$ cat src/rtl/led_pattern_ctrl_pkg.sv
// Shared constants and seed patterns for the LED front-panel controller.
package led_pattern_ctrl_pkg;

  localparam int SPD_W = 2;

  localparam logic [1:0] MODE_OFF   = 2'd0;
  localparam logic [1:0] MODE_SHL   = 2'd1;
  localparam logic [1:0] MODE_SHR   = 2'd2;
  localparam logic [1:0] MODE_BLINK = 2'd3;

  // Bit i of the seed pattern for mode m on an n-wide LED bus.
  function automatic logic seed_bit(
    input logic [1:0] m,
    input int         n,
    input int         i
  );
    logic b;
    b = 1'b0;
    unique case (m)
      MODE_OFF:   b = 1'b0;
      MODE_SHL:   b = (i == 0);
      MODE_SHR:   b = (i == n - 1);
      MODE_BLINK: b = 1'b1;
      default:    b = 1'b0;
    endcase
    return b;
  endfunction

endpackage

$ cat src/rtl/led_pattern_ctrl_deb.sv
// Button synchroniser, debouncer and rising-edge pulse generator.
module btn_deb_edge #(
  parameter int DEB_CYCLES = 255
) (
  input  logic clk,
  input  logic rst,
  input  logic in,
  output logic level,
  output logic rise
);

  localparam int CW = (DEB_CYCLES > 0) ? $clog2(DEB_CYCLES + 1) : 1;
  localparam logic [CW-1:0] CMAX = CW'(DEB_CYCLES);

  logic          s1;
  logic          s2;
  logic [CW-1:0] cnt;

  always_ff @(posedge clk or posedge rst) begin
    if (rst) begin
      s1    <= 1'b0;
      s2    <= 1'b0;
      cnt   <= '0;
      level <= 1'b0;
      rise  <= 1'b0;
    end else begin
      s1   <= in;
      s2   <= s1;
      rise <= 1'b0;
      if (s1 != s2)
        cnt <= '0;
      else if (cnt != CMAX)
        cnt <= cnt + CW'(1);
      if (cnt == CMAX) begin
        level <= s2;
        rise  <= s2 & ~level;
      end
    end
  end

endmodule

$ cat src/rtl/led_pattern_ctrl.sv
// LED pattern controller: mode/speed buttons, step scheduler, LED register.
module led_pattern_ctrl
  import led_pattern_ctrl_pkg::*;
#(
  parameter int NUM_LEDS   = 8,
  parameter int DEB_CYCLES = 255,
  parameter int TICK_DIV   = 1000000
) (
  input  logic                clk,
  input  logic                rst,
  input  logic                btn_mode,
  input  logic                btn_speed,
  output logic [NUM_LEDS-1:0] led,
  output logic [1:0]          mode,
  output logic [SPD_W-1:0]    speed,
  output logic                step
);

  localparam int PW = (TICK_DIV > 1) ? $clog2(TICK_DIV) : 1;
  localparam logic [PW-1:0] PMAX = PW'(TICK_DIV - 1);

  logic                mode_ev;
  logic                speed_ev;
  logic [PW-1:0]       presc;
  logic [SPD_W-1:0]    scnt;
  logic                tick;
  logic                step_now;
  logic [1:0]          mode_nx;
  logic [NUM_LEDS-1:0] seed;
  logic [NUM_LEDS-1:0] led_step;

  btn_deb_edge #(.DEB_CYCLES(DEB_CYCLES)) u_mode (
    .clk   (clk),
    .rst   (rst),
    .in    (btn_mode),
    .level (),
    .rise  (mode_ev)
  );

  btn_deb_edge #(.DEB_CYCLES(DEB_CYCLES)) u_speed (
    .clk   (clk),
    .rst   (rst),
    .in    (btn_speed),
    .level (),
    .rise  (speed_ev)
  );

  assign tick     = (presc == PMAX);
  assign step_now = tick && (scnt == speed);
  assign mode_nx  = mode + 2'd1;

  always_comb begin
    seed = '0;
    for (int i = 0; i < NUM_LEDS; i++)
      seed[i] = seed_bit(mode_nx, NUM_LEDS, i);
  end

  always_comb begin
    led_step = led;
    unique case (mode)
      MODE_SHL:   led_step = {led[NUM_LEDS-2:0], led[NUM_LEDS-1]};
      MODE_SHR:   led_step = {led[0], led[NUM_LEDS-1:1]};
      MODE_BLINK: led_step = ~led;
      default:    led_step = led;
    endcase
  end

  // A mode change reseeds and restarts the schedule, swallowing any step.
  always_ff @(posedge clk or posedge rst) begin
    if (rst) begin
      led   <= '0;
      mode  <= MODE_OFF;
      speed <= '0;
      step  <= 1'b0;
      presc <= '0;
      scnt  <= '0;
    end else begin
      step <= 1'b0;
      if (speed_ev)
        speed <= speed + SPD_W'(1);
      if (mode_ev) begin
        mode  <= mode_nx;
        led   <= seed;
        presc <= '0;
        scnt  <= '0;
      end else begin
        presc <= tick ? '0 : presc + PW'(1);
        if (step_now) begin
          step <= 1'b1;
          led  <= led_step;
        end
        if (speed_ev || step_now)
          scnt <= '0;
        else if (tick)
          scnt <= scnt + SPD_W'(1);
      end
    end
  end

endmodule
$ cat config.mk
export PLATFORM = sky130hd
export DESIGN_NAME = led_pattern_ctrl
export DESIGN_NICKNAME = d
export VERILOG_FILES = /design/src/rtl/led_pattern_ctrl_pkg.sv /design/src/rtl/led_pattern_ctrl_deb.sv /design/src/rtl/led_pattern_ctrl.sv
export SDC_FILE = /design/constraint.sdc
export NUM_CORES = 1
export LEC_CHECK = 0
export ABC_AREA = 1
export BUFFER_PORTS_ARGS = -buffer_cell sky130_fd_sc_hd__buf_2
export CORE_MARGIN = 10
export CORE_UTILIZATION = 60
export DETAILED_ROUTE_END_ITERATION = 7
export GPL_TIMING_DRIVEN = 1
export PLACE_DENSITY_LB_ADDON = 0.25
export REMOVE_ABC_BUFFERS = 1
export SYNTH_ARGS = -nofsm -noshare
export SYNTH_HDL_FRONTEND = slang
export SYNTH_HIERARCHICAL = 1
export SYNTH_SLANG_ARGS = --single-unit
$ cat constraint.sdc
create_clock -name clk -period 3.4 [get_ports clk]
set_clock_uncertainty 0.1 [all_clocks]
set_input_delay 0.68 -clock clk [delete_from_list [all_inputs] [get_ports clk]]
set_output_delay 0.68 -clock clk [all_outputs]
set_load 0.005 [all_outputs]
### Word level (Yosys, flattened, before mapping)

Cells that the tools add are included.
W data, S select, Z words.

* reductions and logical operators: 14
* eq/ne operators: 14
* add/sub/neg operators: 6
* mux-type cells: 19
* bitwise gates (word level): 5

Operator list (number)
* $mux W8: 6
* $mux W20: 2
* $pmux W8 S3: 1
* $add A20 B1 Y20 const B: 1
* $eq A20 B20 Y1 const B: 1
* $add A8 B1 Y8 const B: 2
* $eq A8 B8 Y1 const B: 2
* $ne A8 B8 Y1 const B: 2
* $eq A2 B2 Y1 const B: 4
* $not A8 Y8: 1
* $reduce_or A2 Y1: 4
* $add A2 B1 Y2 const B: 3
* $mux W2: 3
* $pmux W1 S2: 3
* $reduce_bool A2 Y1: 3
* $eq A2 B1 Y1 const B: 2
* $mux W1: 4
* $reduce_bool A4 Y1: 1
* $reduce_bool A3 Y1: 1
* $reduce_or A3 Y1: 1
* $and A1 B1 Y1: 2
* $eq A2 B2 Y1: 1
* $logic_not A2 Y1: 1
* $ne A1 B1 Y1: 2
* 4 further kinds: 5

* logic and storage cells: 74
* register bits after elaboration: 59
* output and inout port bits: 13

### Depth between registers and ports, before layout

Gate-level depths: netlist (run 1).

* depth in word-level cells: 5
* depth in mapped cells: 10
* mapped depth without buffers: 9

### Hierarchy

Netlist (run 1), hierarchy kept.

Modules (own cells, without submodules)
* led_pattern_ctrl: area each 2135.8 µm², instances 1, cells each 298
* btn_deb_edge at u_speed: area each 633.1 µm², instances 1, cells each 70
* btn_deb_edge at u_mode: area each 618.1 µm², instances 1, cells each 69

### Least setup slack after synthesis (run 1)

Ideal clock, no wire load.

* kind: register to register
* start: reg mode[0]
* end: reg led[0]
* data arrival time: 1.550 ns
* stages on the path, launching flop included: 11
* clock period less this slack: 1.715 ns
* slack: 1.685 ns
* setup time: 0.065 ns
* cells stage by stage: dfrtp_1 -> inv_1 -> ha_1 -> buf_6 -> nor2_4 -> inv_1 -> o21ai_1 -> nand2_2 -> nand2_2 -> nand2_1 -> nand2_1

* word-level cells in the longest chain between the ends: 5
* elaborated cells between the ends (all ways): 16
* classes of those cells: add/sub (1); eq/ne (6); mux (4); reduce/logical (5)

Ends and longest elaborated chain
* from (decl): RTL line led_pattern_ctrl.sv:14 `output logic [1:0] mode,`
* from (signal assigned): RTL line led_pattern_ctrl.sv:82 `mode <= mode_nx;`
* $add A2 B1 Y2 *: RTL line led_pattern_ctrl.sv:50 `assign mode_nx = mode + 2'd1;`
* net mode_nx[0]: RTL line led_pattern_ctrl.sv:28 `logic [1:0] mode_nx;`
* $eq A2 B2 Y1, or another cell as far along: RTL line led_pattern_ctrl_pkg.sv:19 `unique case (m)`
* $reduce_or A2 Y1 (no line)
* $pmux W1 S2 *: RTL line led_pattern_ctrl_pkg.sv:19
* $mux W8 *: RTL line led_pattern_ctrl.sv:81 `if (mode_ev) begin`
* to (signal assigned): RTL line led_pattern_ctrl.sv:90 `led <= led_step;`
* to (decl): RTL line led_pattern_ctrl.sv:13 `output logic [NUM_LEDS-1:0] led,`

Mark *: on every way through the listed nets, which the timed path passes. The rest lies on a longest branch. The select of a mux whose other input is x is not followed.
A chain may end at the register's enable or synchronous reset.

### Worst setup path after layout (run 1)

* start: reg mode[0]
* end: reg led[1]

* word-level cells in the longest chain between the ends: 5
* elaborated cells between the ends (all ways): 15
* classes of those cells: add/sub (1); eq/ne (6); mux (4); reduce/logical (4)

Ends and longest elaborated chain (RTL line)
* $add A2 B1 Y2 *: led_pattern_ctrl.sv:50
* net mode_nx[0]: led_pattern_ctrl.sv:28
* $eq A2 B2 Y1, or another cell as far along: led_pattern_ctrl_pkg.sv:19
* $reduce_or A3 Y1 (no line)
* $pmux W1 S2 *: led_pattern_ctrl_pkg.sv:19
* $mux W8 *: led_pattern_ctrl.sv:81

Marks and branches as above.

==> results.json, run 1 <==
{
  "drt_pre_antenna_iters": 4,
  "postRouteAntennaNets": 0,
  "grtUsageTotal_pct": 16.13,
  "worst_pin_slew_ns": 0.8433,
  "path_class": "flip-flop to flip-flop",
  "yosys_warnings": 6,
  "synth_area_leaders": "dfrtp_1 44%, nand2_1 15%, nand3_1 6.4%",
  "r2r_setup_slack_ns": 1.48,
  "async_flop_share_pct": 100.0,
  "finalMaxSlewViolations": 0,
  "syn_area_sq_um": 3387,
  "p_per_area_nw_per_um2": 370.6,
  "cts_setup_buffers": 0,
  "clockBufferDepth": 2,
  "finalSetupViolations": 0,
  "cts_hold_buf": 0,
  "fmax_mhz": 520.2,
  "path_delay_family": "simple AND/OR/NAND/NOR gates",
  "cts_tree": "done",
  "drv_cap": 0,
  "io_buffer_count": 16,
  "status": "completed",
  "netlist.area_leader.share_pct": 43.59,
  "ys.flop_type": "dfrtp_1",
  "reg2reg_from": "mode[0]",
  "antenna_cells": 0,
  "globalRouteOverflowTotal": 0,
  "place_congestion": 0.9268,
  "drtIter0Drc": 159,
  "fin_crit_ns": 1.922,
  "p_leak_nw": 1.938,
  "fp.dieArea_sq_um": 9051,
  "initial_core_util_pct": 61.51,
  "cp.arrival_ns": 2.09,
  "power.switching_uw": 315.1,
  "cts_max_level": 3,
  "rows": 27,
  "fillCellCount": 462,
  "clkSinkCount": 59,
  "hold_viol_final": 0,
  "swShare_pct": 23.03,
  "wl_per_cell_microns": 12.34,
  "first_global_vias": 2680,
  "cts_resized": 0,
  "drc": 0,
  "crit_fanout": 9,
  "clockPowerShare_pct": 42.3,
  "slowest_stage": "dfrtp_1",
  "io_pins": 17,
  "core-area_sq_um": 5507,
  "reg2reg_to": "led[1]",
  "viasPerCell": 5.228,
  "die_w_microns": 95.14,
  "seq_power_share_pct": 53.5,
  "cts_buffers": 9,
  "dieHeight_microns": 95.14,
  "synth_edf_count": 0,
  "grt_pass1_wl_microns": 11840,
  "p_comb_share_pct": 4.2,
  "cts-root-buf": "clkbuf_8",
  "grt_max_degree": 36,
  "nets": 470,
  "worst_r2r_path_depth": 9,
  "wl_microns": 6592,
  "cpPeakStageDelay_ns": 0.41,
  "cp.required_ns": 3.57,
  "path_buf_inv": 2,
  "rsz0062_at_grt": "false",
  "finalWorstSetupSlack_ns": 1.478,
  "finalCritPeriodShare_pct": 56.54,
  "critical_path.cell_chain": "inv_1 -> ha_1 -> nor2_4 -> inv_1 -> o21ai_1 -> nand2_2 -> nand2_2 -> nand2_1 -> nand2_1",
  "yosysSeqAreaShare_pct": 43.59,
  "hp-class": "input port to async pin",
  "synth_largest_area_cell": "dfrtp_1",
  "intPower_mw": 1.053,
  "synth.ff_latch_count": 59,
  "start_kind": "flip-flop",
  "clk_pin_slew_ns": 0.07,
  "endpoint_kind": "flip-flop",
  "vias": 2792,
  "place_ws_ns": 1.509,
  "synth_area_per_cell_sq_um": 7.751,
  "antenna_found_initial": 0,
  "ys_types": 34,
  "clkLatencyLatePin_ns": 0.33,
  "dp_hpwl_microns": 4850,
  "fin_setup_tns_ns": 0,
  "slew_headroom_pct": 43.38,
  "syn2layout_area_growth_pct": 9.014,
  "drive_above_1_share_pct": 13.85,
  "syn-instance-count": 437,
  "ir_drop_mv": 0.2722
}
-- worst max path at each step --
| stage | startpoint | to | slack, ns | cells past startpoint |
|---|---|---|---|---|
| 6_report | mode[0] | led[1] | 1.48 | 9 |
| 5_1_grt | mode[0] | led[3] | 1.28 | 9 |
| 4_1_cts | mode[0] | led[1] | 1.49 | 9 |
| 3_5_place_dp | mode[0] | led[1] | 1.51 | 9 |
| 3_3_place_gp | mode[0] | led[2] | 1.58 | 9 |
| 2_1_floorplan | mode[0] | led[0] | 1.67 | 9 |
-- metal layers --
metal	global-route usage, %	routed length (microns)	vias up
met5	0	0	-
met4	5.112	74	0
met3	5.106	312	9
met2	27.22	3262	50
met1	19.11	2942	1307
li1	-	-	1426
-- cells in the mapped netlist, types with 3 or more instances --
master / n
nand2_1: 139
dfrtp_1: 59
nor2_1: 56
inv_1: 43
nand3_1: 43
nand4_1: 12
xor2_1: 12
nor3_1: 9
ha_1: 8
nor2_2: 5
inv_2: 4
nand2_2: 4
nand3_4: 4
a21oi_1: 3
nand2_4: 3
o21ai_1: 3
xnor2_1: 3
-- cells in the final DEF, fill, tap and decap left out --
| cell | Yosys | routed |
|---|---|---|
| inv_1 | 43 | 43 |
| a31oi_1 | 2 | 2 |
| nor2_1 | 56 | 56 |
| clkinv_2 | 0 | 2 |
| inv_2 | 4 | 4 |
| nor3b_1 | 1 | 1 |
| nand2_4 | 3 | 3 |
| nand3_4 | 4 | 4 |
| ha_1 | 8 | 8 |
| xnor2_2 | 1 | 1 |
| clkbuf_1 | 1 | 1 |
| o21ai_0 | 1 | 1 |
| a21oi_2 | 1 | 1 |
| or2_2 | 2 | 2 |
| nor3_2 | 2 | 2 |
| nand2_2 | 4 | 4 |
| nand2_1 | 139 | 139 |
| buf_4 | 2 | 1 |
| xnor2_1 | 3 | 3 |
| dfrtp_1 | 59 | 59 |
| nand3_1 | 43 | 43 |
| nor3_1 | 9 | 9 |
| o21bai_1 | 2 | 2 |
| buf_2 | 2 | 16 |
| nand3_2 | 1 | 1 |
| nor2_8 | 2 | 2 |
| o21ai_1 | 3 | 3 |
| xor2_1 | 12 | 12 |
| clkbuf_8 | 0 | 12 |
| nand4_1 | 12 | 12 |
| nor2_2 | 5 | 5 |
| nor2_4 | 2 | 2 |
| o21ai_2 | 2 | 2 |
| a21oi_1 | 3 | 3 |
| and2_0 | 1 | 1 |
-- per-stage QoR --
stage               hold slack (ns)  util, %  std cells  power (mW)  cell area, sq um
floorplan                    0.2727        -        430      0.7871              3336
global placement             0.2790    63.80        519      0.8006              3513
detailed placement           0.2913    63.80        519      0.8034              3513
CTS                          0.2651    67.05        534       1.381              3692
global route                 0.2811    67.05        534       1.439              3692
finish                       0.2707    67.05        534       1.368              3692
-- power by group through the flow --
stage	clock network, mW	registers (mW)	logic (mW)
floorplan	0	0.742	0.0451
CTS	0.590	0.732	0.0585
detailed placement	0	0.745	0.0585
global route	0.638	0.735	0.0668
finish	0.579	0.733	0.0568
global placement	0	0.744	0.0565
-- registers in the layout, indices dropped and copies added (netlist names), 2 cells and up --
register and cells:
presc 20, led 8, u_mode/cnt 8, u_speed/cnt 8
mode 2, scnt 2, speed 2
-- worst reg2reg max path, delay by kind of cell (launching register included) --
kind | cells | cell delay (ns)
compound gates | 1 | 0.15
fa+ha+maj | 1 | 0.33
buf+inv | 2 | 0.16
flops | 1 | 0.41
simple gates | 5 | 0.72
-- cells by family (layout without fill, tap and decap cells) --
kind of cell	count (synthesis)	count (layout)	share of synthesized area (%)
AND/OR/NAND/NOR	286	286	39.75
XOR/XNOR	16	16	4.359
buffers and inverters	54	79	6.723
flip-flops	59	59	43.59
AO/OA/AOI/OAI	14	14	2.622
adder cells (fa/ha/maj)	8	8	2.955
-- area by class of cell --
type	count	area (sq um)	share of cell area [%]
inverters	47	176.4	4.778
clock buffers	13	168.9	4.575
flip-flops and latches	59	1476	39.99
multi-input cells	324	1683	45.58
well taps	72	90.09	2.440
clock inverters	2	10.01	0.2711
repair buffers	17	87.58	2.372
(Power assumes the default switching activity.)
==> run 2, diff against run 1 <==
==> constraint.sdc (replaced) <==
create_clock -name clk -period 1.9 [get_ports clk]
set_clock_uncertainty 0.1 [all_clocks]
set_input_delay 0.38 -clock clk [delete_from_list [all_inputs] [get_ports clk]]
set_output_delay 0.38 -clock clk [all_outputs]
set_load 0.005 [all_outputs]
==> run 2 against run 1 <==
Fmax grew 9.5%; clock power rose by 66%; sequential share of layout area fell by 0.23 points; critical path depth down 1; first-iteration DRC count fell by 39%; wire length is 4.3% higher; final cell count increased by 0.94%; non-clock buffer count increased by 5; largest cell class unchanged; via count grew 0.50%; combinational power up 88%; global-route usage increased by 1.1 points.
==> results.json, run 2 (synthesis results as in run 1) <==
{
  "status": "completed",
  "grt_max_degree": 36,
  "nets": 475,
  "core-area_sq_um": 5507,
  "cts-root-buf": "clkbuf_8",
  "crit_start": "mode[0]",
  "worst_r2r_path_depth": 8,
  "drc": 0,
  "vias": 2806,
  "place_inst": 523,
  "endpoint_kind": "flip-flop",
  "viasPerCell": 5.206,
  "fmax_mhz": 569.5,
  "cts_hold_buf": 1,
  "instances_no_fill": 539,
  "rsz0062_at_grt": "false",
  "path_buf_inv": 1,
  "reg2reg_from": "mode[0]",
  "finalPower_mw": 2.382,
  "antenna_found_initial": 0,
  "start_kind": "flip-flop",
  "crit_cells": 8,
  "crit_fanout": 9,
  "drive_above_1_share_pct": 14.35,
  "slew_headroom_pct": 62.11,
  "p_leak_nw": 1.953,
  "drv_cap": 0,
  "ir_drop_mv": 0.4056,
  "place_congestion": 0.8710,
  "cp.required_ns": 2.07,
  "layout_commonest_cell": "nand2_1",
  "hold_viol_final": 0,
  "fp.dieArea_sq_um": 9051,
  "hp-class": "input port to flip-flop",
  "cts_tree": "done",
  "dp_hpwl_microns": 4991,
  "clk_pin_slew_ns": 0.06,
  "finalMaxSlewViolations": 0,
  "drt_pre_antenna_iters": 4,
  "grtUsageTotal_pct": 17.26,
  "clkSinkCount": 59,
  "postRouteAntennaNets": 0,
  "die_w_microns": 95.14,
  "path_class": "flip-flop to flip-flop",
  "cts_setup_buffers": 0,
  "rows": 27,
  "critical_path.cell_chain": "ha_1 -> nor2_4 -> inv_1 -> o21ai_1 -> nand2_2 -> nand2_2 -> nand2_1 -> nand2_1",
  "top_register": "presc",
  "slowest_stage": "dfrtp_1",
  "fin_crit_ns": 1.756,
  "dieHeight_microns": 95.14,
  "first_global_vias": 2756,
  "crit_path_end": "led[2]",
  "reg2reg_to": "led[2]",
  "fillCellCount": 463,
  "antenna_cells": 0,
  "cp.arrival_ns": 1.93,
  "globalRouteOverflowTotal": 0,
  "worst_pin_slew_ns": 0.5655,
  "wl_microns": 6877,
  "cts_resized": 0,
  "cpPeakStageDelay_ns": 0.42,
  "wl_per_cell_microns": 12.76,
  "syn2layout_area_growth_pct": 9.642,
  "p_per_area_nw_per_um2": 641.3,
  "grt_pass1_wl_microns": 12420,
  "r2r_setup_slack_ns": 0.14,
  "clkLatencyLatePin_ns": 0.34,
  "largest_reg_flops": 20,
  "drtIter0Drc": 97,
  "io_buffer_count": 16,
  "finalCritPeriodShare_pct": 92.41,
  "finalSetupViolations": 0,
  "cts_buffers": 9,
  "clockBufferDepth": 2,
  "layout_common_cells": "139 x nand2_1, 59 x dfrtp_1, 56 x nor2_1",
  "initial_core_util_pct": 61.51,
  "io_pins": 17,
  "path_delay_family": "simple AND/OR/NAND/NOR gates",
  "fin_setup_tns_ns": 0,
  "cts_max_level": 3
}
==> run 2: cell types whose count changed in the layout (fill, tap and decap cells not counted), sizes merged <==
| cell | delta |
|---|---|
| dlygate4sd3 | +1 |
| clkbuf | -1 |
| clkinv | +1 |
| buf | +4 |
==> run 2: power breakdown <==
part	internal [mW]	total, mW	switching, mW	leakage [nW]
Sequential	1.28	1.31	0.0308	0.796
Combinational	0.0386	0.107	0.0684	1.07
Clock	0.495	0.963	0.468	0.0860
Total	1.81	2.38	0.567	1.95
==> run 2: per-layer routing <==
metal  GRT usage [%]  up-vias  share of wire (%)
met5               0        -                  0
met4           7.980        0                1.8
met3           4.321       12                3.6
met2           28.13       59                 48
met1           21.01     1303                 47
li1                -     1432                  -
==> run 2: cell type report <==
class / instances / area (sq um) / area share, %
multi-input cells: 324 / 1683 / 45.32
flip-flops and latches: 59 / 1476 / 39.76
inverters: 47 / 176.4 / 4.751
clock buffers: 12 / 145.1 / 3.908
repair buffers: 22 / 127.6 / 3.437
well taps: 72 / 90.09 / 2.426
clock inverters: 3 / 15.01 / 0.4043
==> run 2: worst min-delay path by stage <==
stage | to | from | cells past startpoint | slack, ns
2_1_floorplan | u_mode/cnt[0] | rst | 1 | 0.14
3_3_place_gp | u_mode/s2 | u_mode/s1 | 0 | 0.28
3_5_place_dp | u_mode/s2 | u_mode/s1 | 0 | 0.29
4_1_cts | u_mode/s1 | btn_mode | 1 | 0.03
5_1_grt | u_speed/s1 | btn_speed | 1 | 0.03
6_report | u_speed/s1 | btn_speed | 1 | 0.05
==> run 2: through the flow <==
stage | area, sq um | worst slack, ns | util, % | hold WS (ns)
floorplan | 3336 | 0.1688 | - | 0.1447
global placement | 3543 | 0.2666 | 64.35 | 0.2797
detailed placement | 3543 | 0.2034 | 64.35 | 0.2889
CTS | 3714 | 0.1599 | 67.44 | 0.02857
global route | 3714 | 0.002541 | 67.44 | 0.02658
finish | 3714 | 0.1442 | 67.44 | 0.04758
==> run 3, diff against run 2 <==
--- a/config.mk
+++ b/config.mk
@@ -7,8 +7,9 @@
 export LEC_CHECK = 0
 export ABC_AREA = 1
 export BUFFER_PORTS_ARGS = -buffer_cell sky130_fd_sc_hd__buf_2
+export CORE_ASPECT_RATIO = 0.9
 export CORE_MARGIN = 10
-export CORE_UTILIZATION = 60
+export CORE_UTILIZATION = 61
 export DETAILED_ROUTE_END_ITERATION = 7
 export GPL_TIMING_DRIVEN = 1
 export PLACE_DENSITY_LB_ADDON = 0.25
==> run 3 against run 2 <==
Via count grew 1.3%; global-route usage is 0.99 points lower; total power increased by 4.5%; register-to-register slack better by 0.05 ns; critical endpoint is now led[3]; largest cell class unchanged; highest routed layer unchanged.
==> results.json, run 3 (synthesis results as in run 1) <==
{
  "finalMaxSlewViolations": 0,
  "grtUsageTotal_pct": 16.26,
  "drc": 0,
  "drtIter0Drc": 145,
  "syn2layout_area_growth_pct": 10.68,
  "slew_headroom_pct": 63.65,
  "cts_setup_buffers": 0,
  "cts_tree": "done",
  "endpoint_kind": "flip-flop",
  "whs_ns": 0.05194,
  "hold_end": "u_speed/s1",
  "dpl-instance-area_sq_um": 3545,
  "fin_setup_tns_ns": 0,
  "first_global_vias": 2815,
  "initial_core_util_pct": 63.69,
  "rsz0062_at_grt": "false",
  "slowest_stage": "dfrtp_1",
  "layout_commonest_cell": "nand2_1",
  "final_area_sq_um": 3749,
  "nets": 477,
  "drt_pre_antenna_iters": 4,
  "p_comb_share_pct": 4.4,
  "cpPeakStageDelay_ns": 0.42,
  "fillCellCount": 434,
  "top_register": "presc",
  "p_per_area_nw_per_um2": 663.8,
  "hold_viol_final": 0,
  "worst_pin_slew_ns": 0.5426,
  "drv_cap": 0,
  "cts_max_level": 3,
  "path_delay_family": "simple AND/OR/NAND/NOR gates",
  "fp.dieArea_sq_um": 8937,
  "intPower_mw": 1.943,
  "worst_r2r_path_depth": 9,
  "regArea_sq_um": 1476,
  "cp.required_ns": 2.07,
  "antenna_cells": 0,
  "holdPathStages": 1,
  "vias": 2843,
  "grt_pass1_wl_microns": 12280,
  "place_ws_ns": 0.1269,
  "clk_pin_slew_ns": 0.06,
  "multi_input_area_sq_um": 1695,
  "largest_reg_flops": 20,
  "instances_no_fill": 535,
  "cts_buffers": 9,
  "hp-start": "btn_speed",
  "clockBufferDepth": 2,
  "start_kind": "flip-flop",
  "reg2reg_from": "mode[0]",
  "core-area_sq_um": 5318,
  "grt_max_degree": 36,
  "die_w_microns": 98.55,
  "r2r_setup_slack_ns": 0.19,
  "io_pins": 17,
  "seq_power_share_pct": 52.7,
  "fin_crit_ns": 1.710,
  "path_buf_inv": 2,
  "drive_above_1_share_pct": 14.74,
  "cts-root-buf": "clkbuf_8",
  "clkLatencyLatePin_ns": 0.33,
  "reg2reg_to": "led[3]",
  "globalRouteOverflowTotal": 0,
  "crit_cells": 9,
  "crit_fanout": 8,
  "cp.arrival_ns": 1.88,
  "ir_drop_mv": 0.6137,
  "io_buffer_count": 16,
  "antenna_found_initial": 0,
  "finalSetupViolations": 0,
  "postRouteAntennaNets": 0,
  "critical_path.cell_chain": "inv_1 -> ha_1 -> nor2_4 -> inv_1 -> o21ai_2 -> nand2_2 -> nand2_4 -> nand2_1 -> nand2_1",
  "finalWorstSetupSlack_ns": 0.1904,
  "clockPowerShare_pct": 42.9,
  "place_congestion": 0.8807,
  "viasPerCell": 5.314,
  "swShare_pct": 21.92,
  "wl_microns": 6981,
  "hp-class": "input port to flip-flop",
  "status": "completed",
  "finalCritPeriodShare_pct": 89.98,
  "layout_common_cells": "140 x nand2_1, 59 x dfrtp_1, 56 x nor2_1",
  "rows": 25,
  "dieHeight_microns": 90.69,
  "dp_hpwl_microns": 5171,
  "path_class": "flip-flop to flip-flop",
  "fmax_mhz": 584.9,
  "power.switching_uw": 545.4,
  "wl_per_cell_microns": 13.05,
  "p_leak_nw": 1.992,
  "place_inst": 519,
  "clkSinkCount": 59
}
run 3: changes by cell type in the layout (fill, tap and decap cells not counted):
| cell | previous run | this run |
|---|---|---|
| bufinv_16 | 0 | 1 |
| o21ai_2 | 2 | 3 |
| nand2_2 | 4 | 3 |
| nand2_4 | 3 | 4 |
| nand2_1 | 139 | 140 |
| o21ai_1 | 3 | 2 |
| clkbuf_1 | 2 | 1 |
| buf_4 | 5 | 6 |
| clkinv_2 | 3 | 2 |
run 3: timing repair:
action	in CTS	in global routing
resized for setup	0	2
hold buffers	1	0
endpoints found under the hold margin	24	0
endpoints found under the setup margin	0	8
run 3: worst max path at each step:
stage,start,endpoint,slack (ns)
final,mode[0],led[3],0.19
after global routing,presc[0],presc[14],0.004
after CTS,mode[0],led[3],0.11
after detailed placement,mode[0],led[2],0.13
after global placement,presc[0],led[1],0.28
after floorplan,mode[0],led[0],0.17
run 3: power groups by stage:
stage / Sequential, mW / Combinational (mW) / Clock [mW]
after detailed placement: 1.33 / 0.109 / 0
after global placement: 1.33 / 0.104 / 0
final: 1.31 / 0.109 / 1.07
after CTS: 1.31 / 0.112 / 1.10
after global routing: 1.31 / 0.127 / 1.14
after floorplan: 1.33 / 0.0808 / 0
run 3: per-stage QoR:
step	total power, mW	utilization (%)
floorplan	1.408	-
global placement	1.436	66.66
detailed placement	1.442	66.66
CTS	2.519	70.26
global route	2.584	70.49
finish	2.488	70.49
run 3: final cells by class:
type,count,area share (%)
Sequential cell,59,39.39
Clock buffer,11,3.772
Inverter,47,4.706
Timing Repair Buffer,23,3.605
Clock inverter,3,1.068
Multi-Input combinational cell,325,45.23
Tap cell,67,2.236
run 3: per-layer routing:
| layer | vias up | share of wire, % | wire length, microns | GRT usage, % |
|---|---|---|---|---|
| met5 | - | 0 | 0 | 0 |
| met2 | 79 | 49 | 3416 | 26.86 |
| met4 | 0 | 1.4 | 99 | 7.041 |
| met1 | 1322 | 44 | 3100 | 18.70 |
| met3 | 13 | 5.2 | 365 | 5.356 |
| li1 | 1429 | - | - | - |
